===== src/rtl/ms5611_seq_ctrl_if.sv =====
// Request/response handshake between the MS5611 sequencer and the shared serial bus master.
// The sequencer uses the master modport (it raises requests), the bus master uses slave.
interface ms5611_seq_ctrl_if;
   logic       Bus_Req;
   logic [7:0] Bus_Cmd;
   logic [1:0] Bus_Rd_Len;
   logic       Bus_Ack;
   logic       Bus_Done;
   logic       Bus_Err;

   modport master (
      output Bus_Req,
      output Bus_Cmd,
      output Bus_Rd_Len,
      input  Bus_Ack,
      input  Bus_Done,
      input  Bus_Err
   );

   modport slave (
      input  Bus_Req,
      input  Bus_Cmd,
      input  Bus_Rd_Len,
      output Bus_Ack,
      output Bus_Done,
      output Bus_Err
   );
endinterface


===== src/rtl/ms5611_seq_ctrl.sv =====
// MS5611 sequencer: RESET, PROM burst, then periodic D2/D1 conversions with ADC reads.
// Every bus transaction retries on error; too many retries force a full re-initialisation.
module ms5611_seq_ctrl #(
   parameter int unsigned RST_CYCLES    = 150000,
   parameter int unsigned CONV_CYCLES   = 460000,
   parameter int unsigned PERIOD_CYCLES = 1000000,
   parameter int unsigned CAL_TIMEOUT   = 64,
   parameter int unsigned MAX_RETRY     = 3,
   parameter logic [7:0]  CMD_D1        = 8'h48,
   parameter logic [7:0]  CMD_D2        = 8'h58
) (
   input  logic                CLK,
   input  logic                RSTn,
   input  logic                En,
   ms5611_seq_ctrl_if.master   bus,
   output logic                Dat_Rdy,
   input  logic                Calib_Rdy,
   output logic                Busy,
   output logic                Err,
   output logic                Prom_Valid
);

   localparam int unsigned WAIT_M1  = (RST_CYCLES > CONV_CYCLES) ? RST_CYCLES : CONV_CYCLES;
   localparam int unsigned WAIT_MAX = (WAIT_M1 > CAL_TIMEOUT) ? WAIT_M1 : CAL_TIMEOUT;
   localparam int          WCNT_W   = $clog2(WAIT_MAX + 1);
   localparam int          FCNT_W   = $clog2(PERIOD_CYCLES + 1);
   localparam int          RCNT_W   = $clog2(MAX_RETRY + 1);

   typedef enum logic [3:0] {
      S_IDLE, S_RST_CMD, S_RST_WAIT, S_PROM_RD, S_PROM_RDY,
      S_D2_CMD, S_D2_WAIT, S_D2_RD, S_D1_CMD, S_D1_WAIT, S_D1_RD,
      S_DAT_RDY, S_CAL_WAIT, S_PERIOD_WAIT
   } state_t;

   state_t              r_state, w_state_next;
   logic                r_bus_req, w_bus_req_next;
   logic [7:0]          r_bus_cmd, w_bus_cmd_next;
   logic [1:0]          r_bus_len, w_bus_len_next;
   logic [WCNT_W-1:0]   r_wait_cnt, w_wait_cnt_next;
   logic [FCNT_W-1:0]   r_frame_cnt, w_frame_cnt_next;
   logic [RCNT_W-1:0]   r_retry, w_retry_next, w_retry_inc;
   logic [2:0]          r_prom_k, w_prom_k_next;
   logic                r_err, w_err_next;
   logic                r_prom_valid, w_prom_valid_next;
   logic                r_dat_rdy, r_busy;
   logic                w_issue, w_ack, w_done;

   // Command byte issued by each request state; PROM words sit at even addresses.
   function automatic logic [7:0] cmd_for(input state_t s, input logic [2:0] k);
      case (s)
         S_RST_CMD: cmd_for = 8'h1E;
         S_PROM_RD: cmd_for = 8'hA0 + {4'b0000, k, 1'b0};
         S_D2_CMD:  cmd_for = CMD_D2;
         S_D1_CMD:  cmd_for = CMD_D1;
         default:   cmd_for = 8'h00;
      endcase
   endfunction

   // Number of bytes the bus master reads back after the command.
   function automatic logic [1:0] len_for(input state_t s);
      case (s)
         S_PROM_RD:        len_for = 2'd2;
         S_D2_RD, S_D1_RD: len_for = 2'd3;
         default:          len_for = 2'd0;
      endcase
   endfunction

   assign w_ack       = r_bus_req & bus.Bus_Ack;
   // Done counts while waiting after an ack, or in the very cycle of the ack.
   assign w_done      = bus.Bus_Done & (w_ack | ~r_bus_req);
   assign w_retry_inc = r_retry + 1'b1;

   // Next-state, handshake and counter logic.
   always_comb begin
      w_state_next      = r_state;
      w_issue           = 1'b0;
      w_bus_req_next    = r_bus_req;
      w_bus_cmd_next    = r_bus_cmd;
      w_bus_len_next    = r_bus_len;
      w_wait_cnt_next   = r_wait_cnt;
      w_retry_next      = r_retry;
      w_prom_k_next     = r_prom_k;
      w_err_next        = r_err;
      w_prom_valid_next = r_prom_valid;
      w_frame_cnt_next  = (r_frame_cnt == '0) ? r_frame_cnt : r_frame_cnt - 1'b1;

      if (w_ack) begin
         w_bus_req_next = 1'b0;
      end
      // The ack cycle is the first cycle of the frame, so the next D2 request
      // rises exactly PERIOD_CYCLES cycles after this ack.
      if (w_ack && r_state == S_D2_CMD) begin
         w_frame_cnt_next = FCNT_W'(PERIOD_CYCLES - 1);
      end

      case (r_state)
         S_IDLE: begin
            if (En) begin
               w_state_next = S_RST_CMD;
               w_issue      = 1'b1;
            end
         end
         S_RST_CMD, S_PROM_RD, S_D2_CMD, S_D2_RD, S_D1_CMD, S_D1_RD: begin
            if (w_done) begin
               if (bus.Bus_Err) begin
                  if (32'(w_retry_inc) >= MAX_RETRY) begin
                     w_err_next        = 1'b1;
                     w_prom_valid_next = 1'b0;
                     w_retry_next      = '0;
                     w_state_next      = S_RST_CMD;
                  end else begin
                     w_retry_next = w_retry_inc;
                  end
                  w_issue = 1'b1;
               end else begin
                  w_retry_next = '0;
                  case (r_state)
                     S_RST_CMD: begin
                        w_state_next    = S_RST_WAIT;
                        w_wait_cnt_next = WCNT_W'(RST_CYCLES - 1);
                     end
                     S_PROM_RD: begin
                        if (r_prom_k == 3'd6) begin
                           w_state_next = S_PROM_RDY;
                        end else begin
                           w_prom_k_next = r_prom_k + 3'd1;
                           w_issue       = 1'b1;
                        end
                     end
                     S_D2_CMD: begin
                        w_state_next    = S_D2_WAIT;
                        w_wait_cnt_next = WCNT_W'(CONV_CYCLES - 1);
                     end
                     S_D2_RD: begin
                        w_state_next = S_D1_CMD;
                        w_issue      = 1'b1;
                     end
                     S_D1_CMD: begin
                        w_state_next    = S_D1_WAIT;
                        w_wait_cnt_next = WCNT_W'(CONV_CYCLES - 1);
                     end
                     default: begin
                        w_state_next = S_DAT_RDY;
                     end
                  endcase
               end
            end
         end
         S_RST_WAIT: begin
            if (r_wait_cnt == '0) begin
               w_state_next  = S_PROM_RD;
               w_prom_k_next = 3'd0;
               w_issue       = 1'b1;
            end else begin
               w_wait_cnt_next = r_wait_cnt - 1'b1;
            end
         end
         S_PROM_RDY: begin
            w_prom_valid_next = 1'b1;
            w_state_next      = S_D2_CMD;
            w_issue           = 1'b1;
         end
         S_D2_WAIT, S_D1_WAIT: begin
            if (r_wait_cnt == '0) begin
               w_state_next = (r_state == S_D2_WAIT) ? S_D2_RD : S_D1_RD;
               w_issue      = 1'b1;
            end else begin
               w_wait_cnt_next = r_wait_cnt - 1'b1;
            end
         end
         S_DAT_RDY: begin
            w_state_next    = S_CAL_WAIT;
            w_wait_cnt_next = WCNT_W'(CAL_TIMEOUT - 1);
         end
         S_CAL_WAIT: begin
            if (Calib_Rdy) begin
               w_state_next = S_PERIOD_WAIT;
            end else if (r_wait_cnt == '0) begin
               w_err_next   = 1'b1;
               w_state_next = S_PERIOD_WAIT;
            end else begin
               w_wait_cnt_next = r_wait_cnt - 1'b1;
            end
         end
         S_PERIOD_WAIT: begin
            // Leave on the edge where the frame counter reaches zero.
            if (r_frame_cnt <= FCNT_W'(1)) begin
               if (En) begin
                  w_state_next = S_D2_CMD;
                  w_issue      = 1'b1;
               end else begin
                  w_state_next = S_IDLE;
               end
            end
         end
         default: begin
            w_state_next = S_IDLE;
         end
      endcase

      if (w_issue) begin
         w_bus_req_next = 1'b1;
         w_bus_cmd_next = cmd_for(w_state_next, w_prom_k_next);
         w_bus_len_next = len_for(w_state_next);
      end
   end

   // State and registered outputs; asynchronous reset returns everything to idle.
   always_ff @(posedge CLK or negedge RSTn) begin
      if (!RSTn) begin
         r_state      <= S_IDLE;
         r_bus_req    <= 1'b0;
         r_bus_cmd    <= 8'h00;
         r_bus_len    <= 2'd0;
         r_wait_cnt   <= '0;
         r_frame_cnt  <= '0;
         r_retry      <= '0;
         r_prom_k     <= 3'd0;
         r_err        <= 1'b0;
         r_prom_valid <= 1'b0;
         r_dat_rdy    <= 1'b0;
         r_busy       <= 1'b0;
      end else begin
         r_state      <= w_state_next;
         r_bus_req    <= w_bus_req_next;
         r_bus_cmd    <= w_bus_cmd_next;
         r_bus_len    <= w_bus_len_next;
         r_wait_cnt   <= w_wait_cnt_next;
         r_frame_cnt  <= w_frame_cnt_next;
         r_retry      <= w_retry_next;
         r_prom_k     <= w_prom_k_next;
         r_err        <= w_err_next;
         r_prom_valid <= w_prom_valid_next;
         r_dat_rdy    <= (w_state_next == S_PROM_RDY) || (w_state_next == S_DAT_RDY);
         r_busy       <= !((w_state_next == S_IDLE) || (w_state_next == S_PERIOD_WAIT));
      end
   end

   assign bus.Bus_Req    = r_bus_req;
   assign bus.Bus_Cmd    = r_bus_cmd;
   assign bus.Bus_Rd_Len = r_bus_len;
   assign Dat_Rdy        = r_dat_rdy;
   assign Busy           = r_busy;
   assign Err            = r_err;
   assign Prom_Valid     = r_prom_valid;

endmodule


===== src/flat_wrapper.sv =====
// flat-port wrapper written by rule: the top's interface ports become plain ports
module ms5611_seq_ctrl_flat 
#(
   parameter int unsigned RST_CYCLES    = 150000,
   parameter int unsigned CONV_CYCLES   = 460000,
   parameter int unsigned PERIOD_CYCLES = 1000000,
   parameter int unsigned CAL_TIMEOUT   = 64,
   parameter int unsigned MAX_RETRY     = 3,
   parameter logic [7:0]  CMD_D1        = 8'h48,
   parameter logic [7:0]  CMD_D2        = 8'h58
)
  (CLK, RSTn, En, Dat_Rdy, Calib_Rdy, Busy, Err, Prom_Valid, bus_Bus_Req, bus_Bus_Cmd, bus_Bus_Rd_Len, bus_Bus_Ack, bus_Bus_Done, bus_Bus_Err);
  ms5611_seq_ctrl_if bus_i ();
  input  logic CLK;
  input  logic RSTn;
  input  logic En;
  output logic Dat_Rdy;
  input  logic Calib_Rdy;
  output logic Busy;
  output logic Err;
  output logic Prom_Valid;
  output wire logic [$bits(bus_i.Bus_Req)-1:0] bus_Bus_Req;
  output wire logic [$bits(bus_i.Bus_Cmd)-1:0] bus_Bus_Cmd;
  output wire logic [$bits(bus_i.Bus_Rd_Len)-1:0] bus_Bus_Rd_Len;
  input wire logic [$bits(bus_i.Bus_Ack)-1:0] bus_Bus_Ack;
  input wire logic [$bits(bus_i.Bus_Done)-1:0] bus_Bus_Done;
  input wire logic [$bits(bus_i.Bus_Err)-1:0] bus_Bus_Err;
  assign bus_Bus_Req = bus_i.Bus_Req;
  assign bus_Bus_Cmd = bus_i.Bus_Cmd;
  assign bus_Bus_Rd_Len = bus_i.Bus_Rd_Len;
  assign bus_i.Bus_Ack = bus_Bus_Ack;
  assign bus_i.Bus_Done = bus_Bus_Done;
  assign bus_i.Bus_Err = bus_Bus_Err;
  ms5611_seq_ctrl #(.RST_CYCLES(RST_CYCLES), .CONV_CYCLES(CONV_CYCLES), .PERIOD_CYCLES(PERIOD_CYCLES), .CAL_TIMEOUT(CAL_TIMEOUT), .MAX_RETRY(MAX_RETRY), .CMD_D1(CMD_D1), .CMD_D2(CMD_D2)) u_core (.CLK(CLK), .RSTn(RSTn), .En(En), .bus(bus_i), .Dat_Rdy(Dat_Rdy), .Calib_Rdy(Calib_Rdy), .Busy(Busy), .Err(Err), .Prom_Valid(Prom_Valid));
endmodule

===== config.mk =====
export PLATFORM = sky130hd
export DESIGN_NAME = ms5611_seq_ctrl_flat
export DESIGN_NICKNAME = d
export VERILOG_FILES = /design/src/rtl/ms5611_seq_ctrl_if.sv /design/src/rtl/ms5611_seq_ctrl.sv /design/src/flat_wrapper.sv
export SDC_FILE = /design/constraint.sdc
export NUM_CORES = 1
export LEC_CHECK = 0
export CORE_MARGIN = 1.5
export CORE_UTILIZATION = 45
export CTS_CLUSTER_DIAMETER = 200
export DETAILED_ROUTE_END_ITERATION = 8
export GPL_TIMING_DRIVEN = 0
export PLACE_DENSITY = 0.68
export SKIP_CTS_REPAIR_TIMING = 1
export SLEW_MARGIN = 20
export SYNTH_ARGS = -nofsm -noshare
export SYNTH_HDL_FRONTEND = slang
export SYNTH_SLANG_ARGS = --single-unit

===== constraint.sdc =====
create_clock -name CLK -period 2.14 [get_ports CLK]
set_input_delay 0.428 -clock CLK [delete_from_list [all_inputs] [get_ports CLK]]
set_output_delay 0.428 -clock CLK [all_outputs]
set_load 0.1 [all_outputs]

==> impl_summary.md, run 1 <==
Setup path
The capture point of the worst path is u_core.Dat_Rdy$_DFF_PN0_. The cell depth of the worst flop-to-flop path is 8. The worst setup path is launched from a register. The kind of critical path is reg -> reg.

The setup check on the worst reg-to-reg path leaves a slack of -0.26 ns. The arrival time at the worst endpoint is 2.63 ns. Data on the critical path is required at its endpoint by 2.37 ns. The timing startpoint of the critical path is u_core.r_wait_cnt[12]$_DFFE_PN0P_.

The startpoint identified for the worst register-to-register timing path is u_core.r_wait_cnt[12]$_DFFE_PN0P_. The maximum net fanout on the critical path is 8. The end of the worst register-to-register path is u_core.Dat_Rdy$_DFF_PN0_. The kind of end point of the critical path is a register.

Placed design
The count of buffers from port buffering is 19. Prior to clock tree synthesis, the placed netlist has a worst setup slack of -0.677 ns. The routability-driven placement congestion ratio is 0.965. The wire-length estimate of the detail-placed layout is 6640 um.

Floorplanning
The floorplan step defined a die boundary enclosing 0.00902 sq mm. The core outline area is 0.00822 sq mm. Measured along the x axis, the die boundary spans 95.0 um. The floorplan has 33 rows. 22 I/O pins were placed. The floorplan step set the die height to 95.0 um. For this configuration, the core starts out at a cell density of 46.3%.

Drt
In the routed design, unresolved DRC markers number 0. The routed layout has 3,518 vias. Dividing the detail-routed via count by the number of cells gives 5.83.

After detailed routing, the average wire length per cell comes to 17.3 um. The detailed router finished its first iteration with 300 violations. The final routed wirelength across all metal layers is 10,400 um.

Once detail routing completed, the nets flagged for antenna violations numbered 0. The first TritonRoute pass finished after 5 iterations.

Final layout
In the final layout, the share of cells above drive strength 1 is 31.7%. The synthesis-to-finish area growth is 34.7%. 0 antenna diodes ended up in the layout. The library cells used most frequently in the layout, excluding fill and tap cells, are sky130_fd_sc_hd__dfrtp_1, sky130_fd_sc_hd__nor2_1, sky130_fd_sc_hd__nand2_1, sky130_fd_sc_hd__buf_4. The post-layout net count is 507. The layout has 700 filler cells. The most frequent standard cell in the layout excluding fill and tap cells is sky130_fd_sc_hd__dfrtp_1.

Power
For this design the ratio of total power to cell area is 1590 mW/mm^2. The leakage power figure is 2.25 nW. The peak ir drop on the vdd network is 1080 uV.

Synthesis
Counting flops and latches in the post-synthesis netlist gives 61. The top cell type's share of synthesized area is 40.1%. The post-synthesis cell count is 428.

For this run, the number of Yosys warnings is 0. By area the synthesized netlist is led by sky130_fd_sc_hd__dfrtp_1, sky130_fd_sc_hd__nor2_1, sky130_fd_sc_hd__nand2_1. In the synthesized netlist the dominant register cell turns out to be sky130_fd_sc_hd__dfrtp_1. The library cell occupying the most area in the post-synthesis netlist is sky130_fd_sc_hd__dfrtp_1.

The count of flip-flops with a built-in enable after synthesis is 0. After synthesis the cells add up to 0.00381 sq mm. When the netlist entered floorplanning its net count stood at 442. The post-synthesis area per instance is 8.90 sq um.

In the synthesized netlist the async set-or-reset flop fraction comes to 100%. After synthesis, flip-flops and latches occupy 40.1% of the total area. The count of unique library cells instantiated by Yosys is 79.

Run status
The final reports fail on setup timing. The run finished, with violations left.

Min path
The class of the most critical hold timing path is in -> async.

STA
At the pin with the least slew margin, the transition time is 0.974 ns. Timing would allow up to 0.417 GHz. In the post-route analysis, the smallest setup slack over all paths is -0.257 ns. The final period utilization is 112%.

The number of endpoints failing setup at the final stage is 36. On the final layout, the worst clock skew is 0.0120 ns. The worst-case headroom to the max-slew limit is 35.0%. The number of max-slew violations in the final report came to 0. The number of endpoints with negative hold slack in the final report is 0. The tightest hold path in the finished design has a slack of 0.0236 ns.

After layout, the minimum clock period comes to 2.40 ns. Setup repair after global routing could not meet its margin everywhere.

Global route
Global routing used 22.9% of the available tracks. The number of global-route vias before repair is 3,190. The final global-route overflow total is 0. The global-route wire length before repair is 15,900 um. The initial antenna violation count came to 0.

Entering global routing, the biggest net connects 32 pins.

CTS
The CTS tree is built. After clock tree synthesis, the clock-pin slew on the worst setup and hold paths is 0.07 ns. The insertion delay of the later-clocked pin in the worst-skew pair is 0.34 ns.

The clock tree synthesis step divided the H-tree into 3 levels. The number of buffers created by CTS is 9. The clock net in this run drives a total of 61 sinks. The maximum buffer depth of the clock tree is 2. The cell at the root of the clock tree is sky130_fd_sc_hd__clkbuf_8.

Run
The tool flagged a number of max-cap violations equal to 0.
-- power breakdown --
group	switching, mW	leakage [nW]	internal, mW
clock	0.458	0.0964	0.567
combinational	2.98	1.44	2.02
sequential	0.522	0.712	1.61
-- cell usage after synthesis, types with 5 or more instances --
library cell	instances
sky130_fd_sc_hd__nor2b_1	6
sky130_fd_sc_hd__dfrtp_1	61
sky130_fd_sc_hd__nor2_1	55
sky130_fd_sc_hd__o21ai_0	24
sky130_fd_sc_hd__a31oi_1	9
sky130_fd_sc_hd__inv_1	16
sky130_fd_sc_hd__buf_4	5
sky130_fd_sc_hd__nor4_1	10
sky130_fd_sc_hd__nand3_1	7
sky130_fd_sc_hd__nand2b_1	7
sky130_fd_sc_hd__xnor2_1	14
sky130_fd_sc_hd__nand4_1	9
sky130_fd_sc_hd__nand2_1	40
sky130_fd_sc_hd__ha_1	7
sky130_fd_sc_hd__buf_2	7
sky130_fd_sc_hd__nor3_1	22
sky130_fd_sc_hd__o21ai_1	5
sky130_fd_sc_hd__a21oi_1	14
sky130_fd_sc_hd__xor2_1	7
sky130_fd_sc_hd__clkbuf_1	6
-- per-layer routing --
metal / routed length [um] / part of all wire [%] / up-vias / GRT usage [%]
met4: 254 / 2.4 / 0 / 8.21
met2: 4990 / 48 / 84 / 33.8
met5: 0 / 0 / - / 0
li1: - / - / 1676 / -
met3: 377 / 3.6 / 27 / 4.75
met1: 4830 / 46 / 1731 / 33.0
-- registers in the layout (all words and copies together), names as in the netlist --
signal / count
u_core.r_frame_cnt: 20
u_core.r_state: 4
u_core.Dat_Rdy: 1
u_core.Prom_Valid: 1
u_core.r_wait_cnt: 19
u_core.bus.Bus_Req: 1
u_core.r_prom_k: 3
u_core.Busy: 1
u_core.Err: 1
u_core.r_retry: 2
u_core.bus.Bus_Cmd: 6
u_core.bus.Bus_Rd_Len: 2
-- kinds of logic after synthesis --
group | after synthesis | synth area share, %
AO/OA/AOI/OAI | 97 | 18.0
flip-flops | 61 | 40.1
AND/OR/NAND/NOR | 200 | 29.0
other | 1 | 0.0985
adder cells (fa/ha/maj) | 7 | 2.30
XOR/XNOR | 22 | 5.26
multiplexers | 3 | 0.822
buffers and inverters | 37 | 4.47
-- worst min-delay path by stage --
| stage | startpoint | to | slack [ns] | cells past startpoint |
|---|---|---|---|---|
| finish | RSTn | u_core.r_wait_cnt[12]$_DFFE_PN0P_ | 0.02 | 1 |
| global route | RSTn | u_core.r_wait_cnt[8]$_DFFE_PN0P_ | 0.04 | 1 |
| floorplan | RSTn | u_core.Busy$_DFF_PN0_ | 0.13 | 0 |
| detailed placement | RSTn | u_core.r_wait_cnt[8]$_DFFE_PN0P_ | 0.40 | 1 |
| global placement | u_core.bus.Bus_Cmd[2]$_DFFE_PN0P_ | u_core.bus.Bus_Cmd[2]$_DFFE_PN0P_ | 0.47 | 2 |
| CTS | RSTn | u_core.r_wait_cnt[9]$_DFFE_PN0P_ | 0.03 | 1 |
-- critical path: stages, from the launching register on --
cell and delay (ns):
sky130_fd_sc_hd__dfrtp_2 0.45, sky130_fd_sc_hd__nor4_4 0.38, sky130_fd_sc_hd__nand4_1 0.17, sky130_fd_sc_hd__buf_6 0.18
sky130_fd_sc_hd__o21ai_0 0.13, sky130_fd_sc_hd__nor4b_1 0.35, sky130_fd_sc_hd__and2_1 0.24, sky130_fd_sc_hd__inv_2 0.10
sky130_fd_sc_hd__o31ai_1 0.28
-- metrics by stage --
step                      std cells  TNS [ns]  power (mW)  area, sq um  util (%)
final                           603     -2.95        8.16         5130      62.4
after global routing            603     -6.50        8.66         5130      62.4
after CTS                       569    -12.71        7.05         4400      53.5
after detailed placement        553    -18.51        5.99         4210      51.2
after global placement          552   -104.28        5.92         4190      51.0
after floorplan                 428    -0.102        5.06         3870         -
-- final cells by class --
type                            instances  area [sq um]  share of cell area, %
Buffer                                 19           163                   3.17
Clock inverter                          4          47.5                  0.927
Timing Repair Buffer                   55           568                   11.1
Clock buffer                           12           145                   2.83
Tap cell                              105           131                   2.56
Sequential cell                        61          1540                   30.0
Multi-Input combinational cell        330          2470                   48.1
Inverter                               17          63.8                   1.24
Power figures use the tool's default switching activity.
==> inputs of run 2 (changes only) <==
- CTS_CLUSTER_SIZE: not set -> 8
==> results of run 2 <==
The final DEF is identical to that of run 1; final timing and power are the same.
